**config.mk**
```make
export PLATFORM = sky130hd
export DESIGN_NAME = motor_drive_ctrl_flat
export DESIGN_NICKNAME = d
export VERILOG_FILES = /design/src/rtl/motor_pkg.sv /design/src/rtl/motor_drive_ctrl_if.sv /design/src/rtl/motor_drive_ctrl_pwm_gen.sv /design/src/rtl/motor_drive_ctrl.sv /design/src/flat_wrapper.sv
export SDC_FILE = /design/constraint.sdc
export NUM_CORES = 1
export LEC_CHECK = 0
export BUFFER_PORTS_ARGS = -buffer_cell sky130_fd_sc_hd__buf_2
export CAP_MARGIN = 20
export CORE_MARGIN = 1
export CORE_UTILIZATION = 40
export DETAILED_ROUTE_END_ITERATION = 10
export SLEW_MARGIN = 0
export SYNTH_ARGS = -nofsm -noshare
export SYNTH_HDL_FRONTEND = slang
export SYNTH_SLANG_ARGS = --single-unit
```
**constraint.sdc**
```tcl
create_clock -name clk -period 8.7 [get_ports clk]
set_clock_uncertainty 0.2 [all_clocks]
set_input_delay 1.74 -clock clk [delete_from_list [all_inputs] [get_ports clk]]
set_output_delay 1.74 -clock clk [all_outputs]
set_load 0.01 [all_outputs]
```
**src/rtl/motor_pkg.sv**
```systemverilog
// Shared definitions for the drive path: command encodings (shared with the
// UART/Bluetooth receiver), controller state encodings and per-wheel
// direction pin patterns.
// No ports; imported by the interface, pwm_gen and motor_drive_ctrl.
package motor_pkg;

  // Drive command as delivered by the receiver.
  typedef enum logic [1:0] {
    CMD_STOP  = 2'b00,
    CMD_FWD   = 2'b01,
    CMD_LEFT  = 2'b10,
    CMD_RIGHT = 2'b11
  } cmd_e;

  // Controller state, exported on ctrl_state for LEDs/debug.
  typedef enum logic [1:0] {
    ST_IDLE = 2'b00,
    ST_DEAD = 2'b01,
    ST_RAMP = 2'b10,
    ST_RUN  = 2'b11
  } state_e;

  // Per-wheel bridge pin patterns, ordered {in1, in2}.
  localparam logic [1:0] DIR_FWD   = 2'b10;
  localparam logic [1:0] DIR_REV   = 2'b01;
  localparam logic [1:0] DIR_COAST = 2'b00;

  // Both wheels' pin patterns for a command, ordered {left, right}.
  function automatic logic [3:0] dir_pattern(input logic [1:0] cmd);
    logic [3:0] pat;
    case (cmd)
      CMD_FWD:   pat = {DIR_FWD, DIR_FWD};
      CMD_LEFT:  pat = {DIR_REV, DIR_FWD};
      CMD_RIGHT: pat = {DIR_FWD, DIR_REV};
      CMD_STOP:  pat = {DIR_COAST, DIR_COAST};
      default:   pat = {DIR_COAST, DIR_COAST};
    endcase
    return pat;
  endfunction

endpackage

```
**src/rtl/motor_drive_ctrl_if.sv**
```systemverilog
// Bundle of the drive command and the H-bridge / debug outputs.
//   driver      : 2-bit drive command (receiver -> controller)
//   left_in1/2  : left bridge direction pins
//   right_in1/2 : right bridge direction pins
//   left_en     : left bridge PWM enable
//   right_en    : right bridge PWM enable
//   ctrl_state  : controller state for LEDs/debug
// master = command source side, slave = motor_drive_ctrl side.
interface motor_drive_ctrl_if;
  import motor_pkg::*;

  logic [1:0] driver;
  logic       left_in1;
  logic       left_in2;
  logic       right_in1;
  logic       right_in2;
  logic       left_en;
  logic       right_en;
  logic [1:0] ctrl_state;

  modport master (
    output driver,
    input  left_in1, left_in2, right_in1, right_in2,
    input  left_en, right_en, ctrl_state
  );

  modport slave (
    input  driver,
    output left_in1, left_in2, right_in1, right_in2,
    output left_en, right_en, ctrl_state
  );

endinterface

```
**src/rtl/motor_drive_ctrl_pwm_gen.sv**
```systemverilog
// Free-running PWM generator shared by both wheels.
//   clk        : system clock
//   rst_n      : asynchronous active-low reset
//   duty       : requested duty in counter ticks
//   force_zero : drop the shadow duty to 0 immediately (command change)
//   pwm_out    : registered enable, high while counter < shadow duty
// The duty is sampled into a shadow register only when the counter wraps so
// a running period is never cut short or stretched; force_zero overrides
// that so the bridge is disabled on the very next cycle.
module pwm_gen #(
  parameter int PWM_BITS   = 10,
  parameter int PWM_PERIOD = 1000
) (
  input  logic                clk,
  input  logic                rst_n,
  input  logic [PWM_BITS-1:0] duty,
  input  logic                force_zero,
  output logic                pwm_out
);

  localparam logic [PWM_BITS-1:0] CNT_LAST = PWM_BITS'(PWM_PERIOD - 1);
  localparam logic [PWM_BITS-1:0] CNT_ONE  = PWM_BITS'(1);

  logic [PWM_BITS-1:0] cnt_r;
  logic [PWM_BITS-1:0] cnt_s;
  logic [PWM_BITS-1:0] shadow_r;
  logic [PWM_BITS-1:0] shadow_s;
  logic                wrap_s;
  logic                pwm_r;
  logic                pwm_s;

  // Next counter, shadow and enable values.
  always_comb begin
    wrap_s = (cnt_r == CNT_LAST);
    if (wrap_s) begin
      cnt_s = '0;
    end else begin
      cnt_s = cnt_r + CNT_ONE;
    end
    // Forced zero beats the wrap-time load.
    if (force_zero) begin
      shadow_s = '0;
    end else if (wrap_s) begin
      shadow_s = duty;
    end else begin
      shadow_s = shadow_r;
    end
    // Enable is evaluated on next-state values so the output is registered
    // yet still equals (cnt < shadow) in the same cycle.
    pwm_s = (cnt_s < shadow_s);
  end

  // Counter, shadow and enable registers.
  always_ff @(posedge clk or negedge rst_n) begin
    if (!rst_n) begin
      cnt_r    <= '0;
      shadow_r <= '0;
      pwm_r    <= 1'b0;
    end else begin
      cnt_r    <= cnt_s;
      shadow_r <= shadow_s;
      pwm_r    <= pwm_s;
    end
  end

  assign pwm_out = pwm_r;

endmodule

```
**src/rtl/motor_drive_ctrl.sv**
```systemverilog
// Dual H-bridge drive controller.
//   clk   : 50 MHz system clock (same domain as the command receiver)
//   rst_n : asynchronous active-low reset
//   bus   : motor_drive_ctrl_if.slave -- driver command in; direction pins,
//           PWM enables and ctrl_state out
// Any command change coasts both wheels for DEAD_CYCLES, then the duty
// soft-starts from 0 toward the command's target in RAMP_STEP increments
// every RAMP_DIV cycles. Direction pins and state are registered from the
// next-state values so they change on the same edge as the state itself.
module motor_drive_ctrl
  import motor_pkg::*;
#(
  parameter int PWM_BITS    = 10,
  parameter int PWM_PERIOD  = 1000,
  parameter int FWD_DUTY    = 800,
  parameter int TURN_DUTY   = 600,
  parameter int RAMP_STEP   = 8,
  parameter int RAMP_DIV    = 5000,
  parameter int DEAD_CYCLES = 50000
) (
  input  logic                clk,
  input  logic                rst_n,
  motor_drive_ctrl_if.slave   bus
);

  localparam int DEAD_W = $clog2(DEAD_CYCLES + 1);
  localparam int RAMP_W = $clog2(RAMP_DIV + 1);

  localparam logic [DEAD_W-1:0]   DEAD_LAST = DEAD_W'(DEAD_CYCLES - 1);
  localparam logic [DEAD_W-1:0]   DEAD_ONE  = DEAD_W'(1);
  localparam logic [RAMP_W-1:0]   RAMP_LAST = RAMP_W'(RAMP_DIV - 1);
  localparam logic [RAMP_W-1:0]   RAMP_ONE  = RAMP_W'(1);
  localparam logic [PWM_BITS-1:0] FWD_D     = PWM_BITS'(FWD_DUTY);
  localparam logic [PWM_BITS-1:0] TURN_D    = PWM_BITS'(TURN_DUTY);
  // One bit wider than the duty so duty + step can never wrap.
  localparam logic [PWM_BITS:0]   STEP_X    = (PWM_BITS + 1)'(RAMP_STEP);

  state_e              state_r;
  state_e              state_s;
  logic [1:0]          active_cmd_r;
  logic [1:0]          active_cmd_s;
  logic [PWM_BITS-1:0] duty_r;
  logic [PWM_BITS-1:0] duty_s;
  logic [DEAD_W-1:0]   dead_cnt_r;
  logic [DEAD_W-1:0]   dead_cnt_s;
  logic [RAMP_W-1:0]   ramp_cnt_r;
  logic [RAMP_W-1:0]   ramp_cnt_s;
  logic [3:0]          dir_r;
  logic [3:0]          dir_s;
  logic [PWM_BITS-1:0] target_s;
  logic [PWM_BITS:0]   duty_sum_s;
  logic                change_s;
  logic                pwm_s;

  // Target duty of the latched command.
  always_comb begin
    target_s = '0;
    case (active_cmd_r)
      CMD_FWD:             target_s = FWD_D;
      CMD_LEFT, CMD_RIGHT: target_s = TURN_D;
      default:             target_s = '0;
    endcase
  end

  // Next-state logic: change detection, dead-time, soft-start ramp.
  always_comb begin
    state_s      = state_r;
    active_cmd_s = active_cmd_r;
    duty_s       = duty_r;
    dead_cnt_s   = dead_cnt_r;
    ramp_cnt_s   = ramp_cnt_r;
    change_s     = (bus.driver != active_cmd_r);
    duty_sum_s   = {1'b0, duty_r} + STEP_X;

    // A change outranks every other event on the same edge.
    if (change_s) begin
      active_cmd_s = bus.driver;
      state_s      = ST_DEAD;
      duty_s       = '0;
      dead_cnt_s   = '0;
      ramp_cnt_s   = '0;
    end else begin
      case (state_r)
        ST_IDLE: begin
          duty_s = '0;
        end
        ST_DEAD: begin
          if (dead_cnt_r == DEAD_LAST) begin
            ramp_cnt_s = '0;
            if (active_cmd_r == CMD_STOP) begin
              state_s = ST_IDLE;
            end else begin
              state_s = ST_RAMP;
            end
          end else begin
            dead_cnt_s = dead_cnt_r + DEAD_ONE;
          end
        end
        ST_RAMP: begin
          if (ramp_cnt_r == RAMP_LAST) begin
            ramp_cnt_s = '0;
            if (duty_sum_s >= {1'b0, target_s}) begin
              duty_s  = target_s;
              state_s = ST_RUN;
            end else begin
              duty_s = duty_sum_s[PWM_BITS-1:0];
            end
          end else begin
            ramp_cnt_s = ramp_cnt_r + RAMP_ONE;
          end
        end
        ST_RUN: begin
          duty_s = target_s;
        end
        default: begin
          state_s = ST_IDLE;
          duty_s  = '0;
        end
      endcase
    end

    // Bridge is only driven while ramping or running.
    if ((state_s == ST_RAMP) || (state_s == ST_RUN)) begin
      dir_s = dir_pattern(active_cmd_s);
    end else begin
      dir_s = {DIR_COAST, DIR_COAST};
    end
  end

  // Controller state registers.
  always_ff @(posedge clk or negedge rst_n) begin
    if (!rst_n) begin
      state_r      <= ST_IDLE;
      active_cmd_r <= CMD_STOP;
      duty_r       <= '0;
      dead_cnt_r   <= '0;
      ramp_cnt_r   <= '0;
      dir_r        <= 4'b0000;
    end else begin
      state_r      <= state_s;
      active_cmd_r <= active_cmd_s;
      duty_r       <= duty_s;
      dead_cnt_r   <= dead_cnt_s;
      ramp_cnt_r   <= ramp_cnt_s;
      dir_r        <= dir_s;
    end
  end

  pwm_gen #(
    .PWM_BITS   (PWM_BITS),
    .PWM_PERIOD (PWM_PERIOD)
  ) u_pwm (
    .clk        (clk),
    .rst_n      (rst_n),
    .duty       (duty_r),
    .force_zero (change_s),
    .pwm_out    (pwm_s)
  );

  assign bus.left_in1   = dir_r[3];
  assign bus.left_in2   = dir_r[2];
  assign bus.right_in1  = dir_r[1];
  assign bus.right_in2  = dir_r[0];
  assign bus.left_en    = pwm_s;
  assign bus.right_en   = pwm_s;
  assign bus.ctrl_state = state_r;

endmodule

```
**src/flat_wrapper.sv**
```systemverilog
// flat-port wrapper written by rule: the top's interface ports become plain ports
module motor_drive_ctrl_flat import motor_pkg::*;
#(
  parameter int PWM_BITS    = 10,
  parameter int PWM_PERIOD  = 1000,
  parameter int FWD_DUTY    = 800,
  parameter int TURN_DUTY   = 600,
  parameter int RAMP_STEP   = 8,
  parameter int RAMP_DIV    = 5000,
  parameter int DEAD_CYCLES = 50000
)
  (clk, rst_n, bus_driver, bus_left_in1, bus_left_in2, bus_right_in1, bus_right_in2, bus_left_en, bus_right_en, bus_ctrl_state);
  motor_drive_ctrl_if bus_i ();
  input  logic clk;
  input  logic rst_n;
  input wire logic [$bits(bus_i.driver)-1:0] bus_driver;
  output wire logic [$bits(bus_i.left_in1)-1:0] bus_left_in1;
  output wire logic [$bits(bus_i.left_in2)-1:0] bus_left_in2;
  output wire logic [$bits(bus_i.right_in1)-1:0] bus_right_in1;
  output wire logic [$bits(bus_i.right_in2)-1:0] bus_right_in2;
  output wire logic [$bits(bus_i.left_en)-1:0] bus_left_en;
  output wire logic [$bits(bus_i.right_en)-1:0] bus_right_en;
  output wire logic [$bits(bus_i.ctrl_state)-1:0] bus_ctrl_state;
  assign bus_i.driver = bus_driver;
  assign bus_left_in1 = bus_i.left_in1;
  assign bus_left_in2 = bus_i.left_in2;
  assign bus_right_in1 = bus_i.right_in1;
  assign bus_right_in2 = bus_i.right_in2;
  assign bus_left_en = bus_i.left_en;
  assign bus_right_en = bus_i.right_en;
  assign bus_ctrl_state = bus_i.ctrl_state;
  motor_drive_ctrl #(.PWM_BITS(PWM_BITS), .PWM_PERIOD(PWM_PERIOD), .FWD_DUTY(FWD_DUTY), .TURN_DUTY(TURN_DUTY), .RAMP_STEP(RAMP_STEP), .RAMP_DIV(RAMP_DIV), .DEAD_CYCLES(DEAD_CYCLES)) u_core (.clk(clk), .rst_n(rst_n), .bus(bus_i));
endmodule
```
==> impl_metrics.env, run 1 <==
export IMPL_netlist_area_sq_um=3710
export IMPL_final_cell_mix="65 x dfrtp_1, 35 x nor2_1, 30 x nand2_1"
export IMPL_io_pins=12
export IMPL_p_leak_nw=1.840
export IMPL_maxSlewViolCount=0
export IMPL_synthToLayoutAreaGrowth_pct=7.521
export IMPL_pwr_share_seq=0.550
export IMPL_max_clock_freq_mhz=242.8
export IMPL_cts_resized=0
export IMPL_first_pass_iters=6
export IMPL_syn_mean_instance_area_sq_um=9.686
export IMPL_mostFrequentLayoutCell="dfrtp_1"
export IMPL_io_buffers=11
export IMPL_grt_pass1_wl_um=12450
export IMPL_die_area_sq_um=9664
export IMPL_hold_path_cell_count=2
export IMPL_finalSetupViolations=0
export IMPL_cp_data_required_time_ns=8.75
export IMPL_nNetsFinal=420
export IMPL_htreeDepth=3
export IMPL_wl_met1_um=3639
export IMPL_dp_hpwl_um=5144
export IMPL_cp_max_fo=14
export IMPL_maxCapViolations=0
export IMPL_finalCriticalPeriod_ns=4.118
export IMPL_ys_seq_area_frac=0.4384
export IMPL_fin_crit_sh=0.4734
export IMPL_yosys_most_used_dff="dfrtp_1"
export IMPL_route_vias_total=2686
export IMPL_overflow=0
export IMPL_gr_usage_all_layers=0.1627
export IMPL_combPwrFrac=0.043
export IMPL_row_count=34
export IMPL_clock_root_buffer="clkbuf_8"
export IMPL_wl_per_cell_um=14.34
export IMPL_antenna_left=0
export IMPL_ir_drop_v=0.00007303
export IMPL_drive_above_1_share=0.1089
export IMPL_cts_setup_buffers=0
export IMPL_grt_max_degree=66
export IMPL_routabilityCongestion=0.7877
export IMPL_crit_type="in -> reg"
export IMPL_core_sq_um=8848
export IMPL_ys_warn_count=0
export IMPL_max_slew_margin=0.3244
export IMPL_drc=0
export IMPL_dr_wl_met3_um=195
export IMPL_cts_hold_buf=0
export IMPL_antenna_found_initial=0
export IMPL_p_clk_frac=0.407
export IMPL_drtIter0Drc=150
export IMPL_cts_inserted_buffers=9
export IMPL_rsz0062_at_grt="no"
export IMPL_switching_share=0.2454
export IMPL_synthCells=383
export IMPL_setup_tns_ns=0
export IMPL_cts_sinks=65
export IMPL_viasPerCell=5.340
export IMPL_ys_seq_elements=65
export IMPL_grt_pass1_vias=2594
export IMPL_cts_tree="yes"
export IMPL_arrival_ns=4.17
export IMPL_synth_distinct_cells=49
export IMPL_path_cells="buf_2, xor2_1, nor2_1, nand2b_1, ha_1, a21oi_1, nor2b_1, o21ai_0, a21oi_1, or4_1, o22ai_1"
export IMPL_synth_edf_count=0
export IMPL_hp_class="reg -> reg"
export IMPL_reg2reg_depth=13
export IMPL_clk_path_buf_depth=2
export IMPL_final_util=0.4508
export IMPL_slowest_stage="nor2_1"
export IMPL_highest_layer="met4"
export IMPL_clkTransAtPathRegs_ns=0.07
export IMPL_hold_viol=0
export IMPL_status="complete, no violations"
export IMPL_clock_latency_ns=0.33
export IMPL_die_w_um=98.31
export IMPL_cp_end_kind="flip-flop"
export IMPL_finalWirelength_um=7212
export IMPL_powerDensity_nw_per_um2=139.0
export IMPL_dp_slack_ns=4.226
export IMPL_async_reset_ff_frac=1.000
export IMPL_nFillCells=853
export IMPL_wl_met2_um=3345
export IMPL_die_h_um=98.31
export IMPL_tightest_slew_ns=1.006
export IMPL_startpoint_type="primary input"
export IMPL_crit_top_cell="a21oi_1"
export IMPL_syn_nets=412
export IMPL_power_internal_mw=0.4186
export IMPL_crit_path_max_incr_delay_ns=0.67
export IMPL_antennaDiodeCount=0
export IMPL_initial_core_util=0.4193
export IMPL_p_switching_mw=0.1361
export IMPL_layout_setup_ws_ns=4.582
## cell usage after synthesis (2+ instances only)
cell type / number / area, sq um
o21a_1: 2 / 15.01
nand2_1: 30 / 112.6
inv_1: 19 / 71.32
mux2i_1: 9 / 90.09
nand4b_1: 2 / 17.52
o21ai_0: 12 / 60.06
xor2_1: 16 / 140.1
nand4_1: 13 / 81.33
a21oi_1: 15 / 75.07
a22o_1: 2 / 17.52
dfrtp_1: 65 / 1627
ha_1: 25 / 312.8
or2_2: 4 / 25.02
and2_1: 6 / 37.54
nor4_1: 2 / 12.51
nand2b_1: 10 / 62.56
clkbuf_1: 11 / 41.29
a31oi_1: 3 / 18.77
nor3_1: 8 / 40.04
nor2b_1: 5 / 31.28
nand3_1: 26 / 130.1
xnor2_1: 16 / 140.1
buf_6: 2 / 22.52
o211ai_1: 6 / 45.04
or3_1: 5 / 31.28
and3_1: 10 / 62.56
or4b_2: 3 / 30.03
nor2_1: 35 / 131.4
## layer usage
metal / GRT usage / vias up
met2: 0.2584 / 38
met3: 0.04080 / 2
li1: - / 1353
met1: 0.2186 / 1293
met5: 0 / -
met4: 0.05166 / 0
## critical path: cells and delay by family
kind / cells / cell delay, ns
compound gates: 4 / 0.48
buf+inv: 1 / 0.13
xor+xnor: 1 / 0.17
simple gates: 4 / 1.30
fa+ha+maj: 1 / 0.34
## final cells by class
| cell class | instances | area [sq um] | share of cell area |
|---|---|---|---|
| well taps | 108 | 135.1 | 0.03388 |
| clock buffers | 11 | 141.4 | 0.03545 |
| repair buffers | 12 | 62.56 | 0.01568 |
| flip-flops and latches | 65 | 1627 | 0.4078 |
| multi-input cells | 284 | 1922 | 0.4818 |
| clock inverters | 4 | 30.03 | 0.007528 |
| inverters | 19 | 71.32 | 0.01788 |
## sequential cells by signal, indices dropped and copies added (netlist names)
name                   cells
u_core.dead_cnt_r         16
u_core.ramp_cnt_r         13
u_core.u_pwm.cnt_r        10
u_core.u_pwm.shadow_r     10
u_core.duty_r              7
u_core.dir_r               4
u_core.active_cmd_r        2
u_core.bus.ctrl_state      2
u_core.u_pwm.pwm_out       1
## cells by family after synthesis
group | after synthesis | share of synthesized area
flip-flops | 65 | 0.4384
AND/OR/NAND/NOR | 170 | 0.2476
adder cells (fa/ha/maj) | 25 | 0.08432
buffers and inverters | 34 | 0.04351
XOR/XNOR | 32 | 0.07555
multiplexers | 10 | 0.02732
AO/OA/AOI/OAI | 47 | 0.08331
## metrics by stage
step                      instances  power [mW]  hold slack [ns]  instance area, sq um
after floorplan                 383      0.3258           0.2317                  3710
after global placement          488      0.3347           0.2521                  3817
after detailed placement        488      0.3356           0.2575                  3817
after CTS                       503      0.5650           0.2758                  3989
after global routing            503      0.5794           0.2943                  3989
final                           503      0.5546           0.2691                  3989
## path summary, 6_finish.rpt
check                                                    from                                  to  slack [ns]
setup / recovery                                bus_driver[1]      u_core.u_pwm.pwm_out$_DFF_PN0_        4.58
hold / removal             u_core.u_pwm.shadow_r[2]$_DFF_PN0_  u_core.u_pwm.shadow_r[2]$_DFF_PN0_        0.27
setup reg to reg              u_core.u_pwm.cnt_r[0]$_DFF_PN0_      u_core.u_pwm.pwm_out$_DFF_PN0_        4.93
hold reg to reg            u_core.u_pwm.shadow_r[2]$_DFF_PN0_  u_core.u_pwm.shadow_r[2]$_DFF_PN0_        0.27
max in group asynchronous                               rst_n    u_core.ramp_cnt_r[9]$_DFFE_PN0P_        6.38
min in group asynchronous                               rst_n        u_core.duty_r[4]$_DFFE_PN0P_        1.38
## power groups by stage
stage                     Combinational (mW)  Sequential, mW  Clock [mW]
final                                 0.0239           0.305       0.226
after global routing                  0.0278           0.305       0.247
after CTS                             0.0250           0.305       0.235
after detailed placement              0.0248           0.311           0
after global placement                0.0240           0.311           0
after floorplan                       0.0153           0.310           0
Power figures use the tool's default switching activity.
==> inputs of run 2 (changes only) <==
--- a/config.mk
+++ b/config.mk
@@ -5,6 +5,7 @@
 export SDC_FILE = /design/constraint.sdc
 export NUM_CORES = 1
 export LEC_CHECK = 0
+export ABC_AREA = 1
 export BUFFER_PORTS_ARGS = -buffer_cell sky130_fd_sc_hd__buf_2
 export CAP_MARGIN = 20
 export CORE_MARGIN = 1
==> constraint.sdc (replaced) <==
create_clock -name clk -period 3.44 [get_ports clk]
set_clock_uncertainty 0.2 [all_clocks]
set_input_delay 0.688 -clock clk [delete_from_list [all_inputs] [get_ports clk]]
set_output_delay 0.688 -clock clk [all_outputs]
set_load 0.01 [all_outputs]
==> run 2 against run 1 <==
Effect of this change: flip-flop and latch count stayed put; global-route usage rose by 0.69 points; clock power rose to 3.5 times the previous value; sequential power grew to 2.5 times the previous value; combinational power increased to 3.5 times the previous value; cell area grew 14%; cell count grew 35%; hold slack got worse by 0.20 ns; via count is 26% higher; critical path type is now reg -> reg; critical endpoint is now u_core.duty_r[4]$_DFFE_PN0P_; largest power group is now the clock network.
==> impl_metrics.env, run 2 <==
export IMPL_crit_type="reg -> reg"
export IMPL_synth_top_cell_area_share=0.3947
export IMPL_max_slew_margin=0.6116
export IMPL_r2r_setup_slack_ns=0.62
export IMPL_syn_mean_instance_area_sq_um=7.791
export IMPL_drive_above_1_share=0.1119
export IMPL_finalWirelength_um=8462
export IMPL_clock_root_buffer="clkbuf_8"
export IMPL_die_w_um=103.5
export IMPL_powerDensity_nw_per_um2=364.0
export IMPL_reg2reg_to="u_core.duty_r[4]$_DFFE_PN0P_"
export IMPL_final_cell_mix="117 x nand2_1, 73 x inv_1, 65 x dfrtp_1"
export IMPL_drc=0
export IMPL_synth_distinct_cells=44
export IMPL_largestRegisters="u_core.dead_cnt_r (16), u_core.ramp_cnt_r (13)"
export IMPL_wl_per_cell_um=12.48
export IMPL_cp_max_fo=7
export IMPL_clkTransAtPathRegs_ns=0.08
export IMPL_tightest_slew_ns=0.5810
export IMPL_cts_tree="yes"
export IMPL_synthToLayoutAreaGrowth_pct=9.927
export IMPL_status="complete, no violations"
export IMPL_cts_hold_buf=0
export IMPL_grt_pass1_wl_um=14950
export IMPL_first_pass_iters=4
export IMPL_async_reset_ff_frac=1.000
export IMPL_largest_reg_flops=16
export IMPL_gr_usage_all_layers=0.1696
export IMPL_antennaDiodeCount=0
export IMPL_htreeDepth=3
export IMPL_ys_seq_elements=65
export IMPL_cp_data_required_time_ns=3.52
export IMPL_power_mw=1.649
export IMPL_drtIter0Drc=168
export IMPL_place_area_sq_um=4288
export IMPL_grt_pass1_vias=3223
export IMPL_regMostFlops="u_core.dead_cnt_r"
export IMPL_setup_tns_ns=0
export IMPL_clock_latency_ns=0.34
export IMPL_nFillCells=972
export IMPL_yosys_most_used_dff="dfrtp_1"
export IMPL_yosys_top_cells_area="dfrtp_1 39%, nand2_1 11%, ha_1 7.6%, inv_1 6.6%, nand3_1 5.5%"
export IMPL_hold_viol=0
export IMPL_yosysMostFrequentCell="nand2_1"
export IMPL_hp_class="in -> async"
export IMPL_netlist_area_sq_um=4121
export IMPL_row_count=36
export IMPL_ys_warn_count=0
export IMPL_stdcell_area_sq_um=4531
export IMPL_multi_input_area_sq_um=2133
export IMPL_io_pins=12
export IMPL_mostFrequentLayoutCell="nand2_1"
export IMPL_maxCapViolations=0
export IMPL_route_vias_total=3397
export IMPL_ir_drop_v=0.0002290
export IMPL_rr_startpoint="u_core.duty_r[3]$_DFFE_PN0P_"
export IMPL_die_h_um=103.5
export IMPL_ys_seq_area_frac=0.3947
export IMPL_dp_hpwl_um=6370
export IMPL_clk_path_buf_depth=2
export IMPL_rsz0062_at_grt="no"
export IMPL_maxSlewViolCount=0
export IMPL_synth_top_cell_by_area="dfrtp_1"
export IMPL_arrival_ns=2.90
export IMPL_finalSetupViolations=0
export IMPL_cts_sinks=65
export IMPL_antenna_found_initial=0
export IMPL_reg2reg_depth=16
export IMPL_nNetsFinal=569
export IMPL_dp_slack_ns=0.5399
export IMPL_initial_core_util=0.4178
export IMPL_register_area_sq_um=1627
export IMPL_viasPerCell=5.010
export IMPL_core_sq_um=9864
export IMPL_grt_max_degree=25
export IMPL_layout_setup_ws_ns=0.6212
export IMPL_fin_crit_sh=0.8194
export IMPL_startpoint_type="flip-flop"
export IMPL_cts_resized=0
export IMPL_max_clock_freq_mhz=354.8
export IMPL_cp_end_kind="flip-flop"
export IMPL_routabilityCongestion=0.8551
export IMPL_synthTopCellsByCount="117 x nand2_1, 73 x inv_1, 65 x dfrtp_1"
export IMPL_synthCells=529
export IMPL_syn_nets=558
export IMPL_antenna_left=0
export IMPL_cts_inserted_buffers=9
export IMPL_overflow=0
export IMPL_io_buffers=11
export IMPL_synth_edf_count=0
export IMPL_die_area_sq_um=10710
export IMPL_finalCriticalPeriod_ns=2.819
export IMPL_cts_setup_buffers=0
export IMPL_p_leak_nw=2.319
==> run 2: through the flow <==
step / util / hold slack (ns) / instances
final: 0.4593 / 0.07126 / 678
after detailed placement: 0.4347 / 0.2845 / 662
after global routing: 0.4593 / 0.1021 / 678
after CTS: 0.4593 / 0.07112 / 678
after floorplan: - / 0.1924 / 529
after global placement: 0.4347 / 0.2810 / 662
==> run 2: how the worst max path moves through the flow <==
| stage | from | endpoint | slack [ns] | depth (start not counted) |
|---|---|---|---|---|
| 6_report | u_core.duty_r[3]$_DFFE_PN0P_ | u_core.duty_r[4]$_DFFE_PN0P_ | 0.62 | 16 |
| 5_1_grt | u_core.duty_r[3]$_DFFE_PN0P_ | u_core.duty_r[9]$_DFFE_PN0P_ | 0.30 | 16 |
| 4_1_cts | u_core.duty_r[5]$_DFFE_PN0P_ | u_core.duty_r[4]$_DFFE_PN0P_ | 0.63 | 17 |
| 3_5_place_dp | bus_driver[1] | u_core.u_pwm.pwm_out$_DFF_PN0_ | 0.54 | 11 |
| 3_3_place_gp | bus_driver[1] | u_core.u_pwm.pwm_out$_DFF_PN0_ | 0.59 | 11 |
| 2_1_floorplan | bus_driver[0] | u_core.u_pwm.pwm_out$_DFF_PN0_ | 0.80 | 12 |
==> run 2: routing by layer <==
layer,wire (um),share of wire,vias up,GRT usage
met5,0,0,-,0
met4,129,0.015,0,0.05797
met3,229,0.027,11,0.02958
met2,3877,0.46,46,0.2694
met1,4226,0.50,1588,0.2331
li1,-,-,1752,-
==> run 2: report_power, final <==
part | switching [mW] | internal, mW | total (mW)
Clock | 0.314 | 0.481 | 0.796
Combinational | 0.0623 | 0.0204 | 0.0828
Sequential | 0.00386 | 0.767 | 0.771
==> run 2: layout make-up <==
cell class / count / share of cell area
repair buffers: 14 / 0.01712
multi-input cells: 375 / 0.4709
clock buffers: 9 / 0.02734
inverters: 75 / 0.06269
well taps: 133 / 0.03673
clock inverters: 7 / 0.02624
flip-flops and latches: 65 / 0.3590
==> run 2: worst max-delay path: stages (launching register included) <==
cell	delay, ns
dfrtp_1	0.48
ha_1	0.27
nand3_2	0.11
nor2_1	0.13
xor2_1	0.25
ha_1	0.30
nand2_1	0.11
inv_1	0.05
nand2_2	0.06
nand2_2	0.05
nor2_4	0.21
nand3_4	0.15
nand2_2	0.10
nand3_1	0.07
nand2_1	0.09
nand2_1	0.05
nand2_1	0.06
==> run 2: logic make-up (layout without fill, tap and decap cells) <==
| group | count (synthesis) | in the layout | share of synthesized area |
|---|---|---|---|
| compound gates | 60 | 60 | 0.08652 |
| fa+ha+maj | 25 | 25 | 0.07590 |
| buf+inv | 89 | 105 | 0.08773 |
| flops | 65 | 65 | 0.3947 |
| xor+xnor | 18 | 18 | 0.03825 |
| simple gates | 272 | 272 | 0.3169 |
